`src/rtl/spwtcr_pkg.sv`:
```
// rtl/spwtcr_pkg.sv - shared types and constants for the SpaceWire receive buffer
package spwtcr_pkg;

    localparam int CHAR_W   = 9;
    localparam int CTRL_BIT = 8;

    typedef enum logic [1:0] {
        W_IDLE  = 2'd0,
        W_STORE = 2'd1,
        W_ACK   = 2'd2
    } w_state_t;

endpackage

```
`src/rtl/spwtcr_sync2.sv`:
```
// rtl/spwtcr_sync2.sv - two-flop synchronizer for a single asynchronous bit
module spwtcr_sync2 (
    input  logic CLOCK,
    input  logic RESET,
    input  logic d,
    output logic q
);

    logic meta;

    always_ff @(posedge CLOCK or posedge RESET) begin
        if (RESET) begin
            meta <= 1'b0;
            q    <= 1'b0;
        end else begin
            meta <= d;
            q    <= meta;
        end
    end

endmodule

```
`src/rtl/spwtcr_rx_buffer.sv`:
```
// rtl/spwtcr_rx_buffer.sv - receive character FIFO with four-phase write side and async read strobe
// Optional sticky overflow flag enabled by SPWTCR_RX_OVF_EN.
module spwtcr_rx_buffer
    import spwtcr_pkg::*;
#(
    parameter  int DEPTH = 64,
    localparam int AW    = $clog2(DEPTH)
) (
    input  logic              CLOCK,
    input  logic              RESET,
    input  logic              rx_req,
    input  logic [CHAR_W-1:0] rx_data,
    output logic              rx_ack,
    input  logic              re,
    output logic [CHAR_W-1:0] data_o,
    output logic              empty,
    output logic              full,
    output logic [AW-3:0]     fct_slots,
    output logic              ovf
);

    localparam logic [AW:0]   DEPTH_CNT = (AW+1)'(DEPTH);
    localparam logic [AW-3:0] FCT_RST   = (AW-2)'(DEPTH / 8);

    w_state_t          state;
    logic [AW-1:0]     wptr;
    logic [AW-1:0]     rptr;
    logic [AW:0]       count;
    logic [AW:0]       free_words;
    logic              re_s;
    logic              re_q;
    logic              pop_ev;
    logic              do_pop;
    logic              do_store;
    logic [CHAR_W-1:0] mem [DEPTH];

    spwtcr_sync2 u_re_sync (
        .CLOCK (CLOCK),
        .RESET (RESET),
        .d     (re),
        .q     (re_s)
    );

    assign pop_ev     = re_s & ~re_q;
    assign empty      = (count == '0);
    assign full       = (count == DEPTH_CNT);
    assign do_pop     = pop_ev & ~empty;
    assign do_store   = (state == W_STORE);
    assign free_words = DEPTH_CNT - count;

    always_ff @(posedge CLOCK or posedge RESET) begin
        if (RESET) begin
            state  <= W_IDLE;
            rx_ack <= 1'b0;
        end else begin
            case (state)
                W_IDLE: begin
                    if (rx_req && !full)
                        state <= W_STORE;
                end
                W_STORE: begin
                    state  <= W_ACK;
                    rx_ack <= 1'b1;
                end
                W_ACK: begin
                    if (!rx_req) begin
                        state  <= W_IDLE;
                        rx_ack <= 1'b0;
                    end
                end
                default: begin
                    state  <= W_IDLE;
                    rx_ack <= 1'b0;
                end
            endcase
        end
    end

    // Storage is deliberately left unreset; only pointers and count define validity.
    always_ff @(posedge CLOCK) begin
        if (do_store)
            mem[wptr] <= rx_data;
    end

    always_ff @(posedge CLOCK or posedge RESET) begin
        if (RESET) begin
            wptr      <= '0;
            rptr      <= '0;
            count     <= '0;
            re_q      <= 1'b0;
            data_o    <= '0;
            fct_slots <= FCT_RST;
        end else begin
            re_q <= re_s;
            if (do_store)
                wptr <= wptr + 1'b1;
            if (do_pop) begin
                data_o <= mem[rptr];
                rptr   <= rptr + 1'b1;
            end
            count <= count + {{AW{1'b0}}, do_store} - {{AW{1'b0}}, do_pop};
            // DEPTH/8 always fits in AW-2 bits, so the group count never needs clamping.
            fct_slots <= free_words[AW:3];
        end
    end

`ifdef SPWTCR_RX_OVF_EN
    logic blocked;
    logic blocked_q;

    assign blocked = (state == W_IDLE) && rx_req && full;

    always_ff @(posedge CLOCK or posedge RESET) begin
        if (RESET) begin
            blocked_q <= 1'b0;
            ovf       <= 1'b0;
        end else begin
            blocked_q <= blocked;
            if (blocked && blocked_q)
                ovf <= 1'b1;
        end
    end
`else
    assign ovf = 1'b0;
`endif

endmodule

```
`config.mk`:
```
export PLATFORM = sky130hd
export DESIGN_NAME = spwtcr_rx_buffer
export DESIGN_NICKNAME = d
export VERILOG_FILES = /design/src/rtl/spwtcr_pkg.sv /design/src/rtl/spwtcr_sync2.sv /design/src/rtl/spwtcr_rx_buffer.sv
export SDC_FILE = /design/constraint.sdc
export NUM_CORES = 1
export LEC_CHECK = 0
export ABC_AREA = 1
export CAP_MARGIN = 20
export CELL_PAD_IN_SITES_DETAIL_PLACEMENT = 0
export CELL_PAD_IN_SITES_GLOBAL_PLACEMENT = 1
export CORE_MARGIN = 4
export CORE_UTILIZATION = 53
export CTS_BUF_LIST = sky130_fd_sc_hd__clkbuf_2 sky130_fd_sc_hd__clkbuf_4 sky130_fd_sc_hd__clkbuf_8
export DETAILED_ROUTE_END_ITERATION = 7
export PLACE_DENSITY = 0.87
export RECOVER_POWER = 100
export SETUP_SLACK_MARGIN = 0.02
export SLEW_MARGIN = 20
export SYNTH_ARGS = -nofsm -noshare
export SYNTH_HDL_FRONTEND = slang
export SYNTH_HIERARCHICAL = 1
export SYNTH_SLANG_ARGS = --single-unit
```
`constraint.sdc`:
```
create_clock -name CLOCK -period 4.3 [get_ports CLOCK]
set_input_delay 0.43 -clock CLOCK [delete_from_list [all_inputs] [get_ports CLOCK]]
set_output_delay 0.43 -clock CLOCK [all_outputs]
set_load 0.01 [all_outputs]
```
# == After elaboration in Yosys (flattened, before gate mapping) ==
# Memories as Yosys holds them, arrays and structs flattened. A register that Yosys moved wholly into a read port is not among the register bits.
# Index checks and enable logic that the tools add are counted.
# classes
addsub,5
n_eq_ne,5
muxes,7
bitwise_logic,5
n_reduce_logical,6
# ops
operator,count
$add 6x1->6 const B,2
$add 7x1->7,1
$eq 7x7->1 const B,1
$logic_not 7->1,1
$sub 7x1->7,1
$sub 7x7->7 const A,1
$pmux 2 s3,1
$mux 2,2
$ne 2x2->1 const B,2
$reduce_and 2->1,2
$mux 1,3
$not 1->1,3
$pmux 1 s3,1
$and 1x1->1,2
$eq 2x1->1 const B,1
$eq 2x2->1 const B,1
$logic_not 2->1,1
$logic_and 1x1->1,1
$logic_not 1->1,1
# totals
ff_bits,29
ramBits,576
input_bits,13
n_memories,1
# mem_list
memory,words,word_bits,read_ports,rd_ports_with_merged_regs,write_ports,line_no,rtl
mem,64,9,1,1,1,spwtcr_rx_buffer.sv:35,logic [CHAR_W-1:0] mem [DEPTH];

# == Logic depth before layout (Yosys ltp) ==
# logic_depth
ltp_word,5
depth_mapped,18
mapped_depth_nobuf,17

# == Hierarchy ==
# The synthesis kept the hierarchy.
# modules_own_cells
module,instances,cells_per_inst,area_each_um2
spwtcr_rx_buffer,1,2412,25868.6
spwtcr_sync2,1,3,53.8

# == Worst setup path before layout ==
# OpenSTA, ideal clock, no wires.
# synth_timing
kind,register to register
startpoint,register count[3]
endpoint,register count[6]
arrival_ps,2914
path_slack_ps,1260
path_stages_with_launch,19
cell_sequence,dfrtp_1 > inv_1 > ha_1 > nand3_1 > nor2_1 > nand2_1 > nand3_1 > inv_1 > buf_1 > ha_1 > inv_1 > ha_1 > inv_1 > fa_1 > o31ai_1 > a21oi_1 > nor2_1 > nor2_1 > xor2_1
# synth_via
elab_chain_len,4
elab_cells_between_ends,5
# synth_lines
item,line_no,rtl
"start, declared",spwtcr_rx_buffer.sv:28,logic [AW:0] count;
"start signal, assigned",spwtcr_rx_buffer.sv:101,"count <= count + {{AW{1'b0}}, do_store} - {{AW{1'b0}}, do_pop};"
$logic_not 7->1,spwtcr_rx_buffer.sv:45,assign empty = (count == '0);
$not 1->1,spwtcr_rx_buffer.sv:47,assign do_pop = pop_ev & ~empty;
$and 1x1->1,spwtcr_rx_buffer.sv:47,
named net do_pop,spwtcr_rx_buffer.sv:33,logic do_pop;
$sub 7x1->7,spwtcr_rx_buffer.sv:101,
# The timed path passes the listed nets, and every way through them passes these cells.
# A chain may end at the register's enable or synchronous reset.

# == Final worst setup path ==
# layout_timing
startpoint,input port rx_data[3]
endpoint,"memory mem[63][3], data pin"
# layout_rtl
item,line_no,rtl
"start, declared",spwtcr_rx_buffer.sv:12,"input logic [CHAR_W-1:0] rx_data,"
"end, declared",spwtcr_rx_buffer.sv:35,
# No word-level cell before the write port.

==> impl_metrics.tcl <==
set metrics [dict create \
    dieArea_um2 52500 \
    synth_top_flop_cell "edfxtp_1" \
    layout-drive-gt1-share_pct 6.91 \
    worstPathArrival_ns 3.47 \
    cts_resized 0 \
    clkPwrFrac_pct 27.7 \
    numCtsBuffers 97 \
    finalSetupTns_ns 0 \
    holdWs_ns 0.335 \
    internal_power_uw 11100 \
    final_nets 2483 \
    cts.sinks 614 \
    ir_drop_mv 0.503 \
    synthArstFlopShare_pct 6.19 \
    syn_avg_cell_area_um2 10.7 \
    multiInputGateArea_um2 6260 \
    seqPwrFrac_pct 40.2 \
    comb_power_share_pct 32.1 \
    dieHeight_um 229 \
    synth_compound_area_share_pct 2.07 \
    wl_met2_um 28900 \
    violations "max-capacitance violations, max-slew violations" \
    place_congestion 0.865 \
    drt_first_pass_iters 5 \
    vias 17100 \
    syn-cell-area_um2 25900 \
    synth_top_family_by_area "simple AND/OR/NAND/NOR gates" \
    wl_met3_um 4760 \
    hold_violations 0 \
    endpoint_kind "register" \
    max_cap_violations 14 \
    fin_skew_ns 0.0248 \
    synth_top_area_share_pct 66.7 \
    tightest_slew_ns 3.36 \
    cp.required_ns 4.27 \
    power_density_nw_per_um2 613 \
    regArea_um2 18300 \
    topRoutingLayerUsed "met5" \
    yosys_warnings 6 \
    synthAdderAreaFrac_pct 0.705 \
    io_pins 30 \
    antenna_found_initial 2 \
    grt.total_usage_pct 23.5 \
    switchingPower_uw 6460 \
    ys_seq_area_share_pct 70.4 \
    final_cells 3147 \
    viasPerCell 5.44 \
    swShare_pct 36.8 \
    cts_root_buf "clkbuf_8" \
    die_x_um 229 \
    hpwl_um 35300 \
    synth_common_cells "833 x nand2_1, 576 x edfxtp_1, 315 x nand3_1" \
    fin_crit_sh_pct 81.3 \
    max-slew-margin-rel_pct -124 \
    muxShareOfSynthArea_pct 0 \
    grt_setup_unrepaired "false" \
    antennaDiodeCount 0 \
    synthTopCellsByArea "edfxtp_1 67%, nand2_1 12%, nand3_1 6.1%" \
    core_area_um2 48000 \
    place_inst 2970 \
    syn_to_final_growth_pct 10.2 \
    postCtsSetupRepairBufs 0 \
    grt_max_degree 157 \
    wirelength_um 61700 \
    grt_overflow_total 0 \
    max_freq_ghz 0.286 \
    outcome "finished with violations" \
    drt_drc_violations_left 0 \
    avgRoutedWirePerCell_um 19.6 \
    startpoint_type "primary input" \
    synth-seq-cells 614 \
    critical_path_class "primary input to register" \
    io_buffers 28 \
    wl_met1_um 26400 \
    grt_pass1_vias 16300 \
    grt_pass1_wl_um 95300 \
    synthCells 2415 \
    drt-initial-drc-count 1741 \
    cts_tree "done" \
    hold_class "primary input to register" \
    start_util_pct 54.0 \
    synth.most_common_cell "nand2_1" \
    worstSkewPairLatency_ns 0.67 \
    clk_pin_slew_worst_paths_ns 0.06 \
    drv_slew 690 \
    synthDistinctLibCells 25 \
    syn-num-nets 2442 \
    synth-edff-count 576 \
    synth_xor_area_share_pct 0.608 \
    fill_cells 3934 \
    yosys.area_share.simple_pct 20.8 \
    setup_viol 0 \
    clockBufferDepth 3 \
    htree_levels 3 \
    leakagePower_uw 0.0113 \
    final_antenna_net_count 0 \
    worstPathMaxFanout 63 \
    yosys.area.top_type "edfxtp_1" \
    layout_min_cycle_time_ns 3.50 \
    rows 80 \
]
==> critical path, stage by stage <==
cell	delay (ns)
dlygate4sd3_1	0.53
clkbuf_1	0.15
clkbuf_1	2.32
==> per-stage QoR <==
stage	instance area, um2	total power, uW	util (%)	worst slack (ns)
final	28600	17500	59.5	0.804
after detailed placement	26700	12700	55.6	0.868
after floorplan	25900	10900	-	1.26
after CTS	28600	17600	59.6	0.837
after global placement	26700	12700	55.6	0.884
after global routing	28600	18500	59.5	0.529
==> cell families after synthesis <==
group,count (synthesis)
flops,614
buf+inv,349
simple gates,1327
other cells,1
fa+ha+maj,14
xor+xnor,18
compound gates,92
==> routing by layer <==
layer  global-route usage (%)  up-vias
li1                         -     8109
met1                     33.0     8268
met2                     37.0      626
met3                     4.73      122
met4                     8.08        2
met5                        0        -
==> registers in the layout, indices dropped and copies added, names as in the netlist <==
name	cells
re_q	1
mem	576
rx_ack	1
state	2
u_re_sync/q	1
fct_slots	4
data_o	9
count	7
u_re_sync/meta	1
rptr	6
wptr	6
==> area by class of cell <==
type	count	area share, %
Clock inverter	47	1.02
Multi-Input combinational cell	1452	21.9
Inverter	228	3.02
Timing Repair Buffer	63	1.83
Sequential cell	614	63.9
Clock buffer	128	5.64
Tap cell	615	2.69
==> path summary, 6_finish.rpt <==
kind	from	end	slack, ns	cells after the start
min	re	u_re_sync/meta$_DFF_PP0_	0.33	1
max reg2reg	count[3]$_DFF_PP0_	count[6]$_DFF_PP0_	0.85	19
max	rx_data[3]	mem[63][3]$_DFFE_PP_	0.80	3
max in group asynchronous	RESET	count[2]$_DFF_PP0_	2.03	4
min in group asynchronous	RESET	u_re_sync/q$_DFF_PP0_	0.64	3
min reg2reg	u_re_sync/meta$_DFF_PP0_	u_re_sync/q$_DFF_PP0_	0.35	0
==> power groups by stage <==
stage          Sequential, uW  Clock, uW  Combinational (uW)
2_1_floorplan            7060          0                3850
3_3_place_gp             7140          0                5520
3_5_place_dp             7150          0                5580
4_1_cts                  7030       4930                5620
5_1_grt                  7070       5230                6240
6_report                 7040       4860                5630
==> layout by cell type (no fill, tap or decap), drive strengths merged <==
master | synthesis | final
nand2 | 833 | 833
edfxtp | 576 | 576
nand3 | 315 | 315
inv | 226 | 226
nor2 | 176 | 176
clkbuf | 33 | 148
a21oi | 41 | 41
clkinv | 2 | 39
dfrtp | 37 | 37
o211ai | 28 | 28
buf | 88 | 22
o21ai | 21 | 21
dlygate4sd3 | 0 | 20
xor2 | 17 | 17
ha | 13 | 13
clkinvlp | 0 | 7
bufinv | 0 | 3
nand4 | 2 | 2
o31ai | 1 | 1
o21bai | 1 | 1
nor3 | 1 | 1
xnor2 | 1 | 1
fa | 1 | 1
conb | 1 | 1
dfstp | 1 | 1
clkdlybuf4s50 | 0 | 1
==> timing repair <==
action / CTS / global route
hold buffers: 2 / 0
setup endpoints to repair: 0 / 0
hold endpoints to repair: 3 / 0
Power figures use the tool's default switching activity.
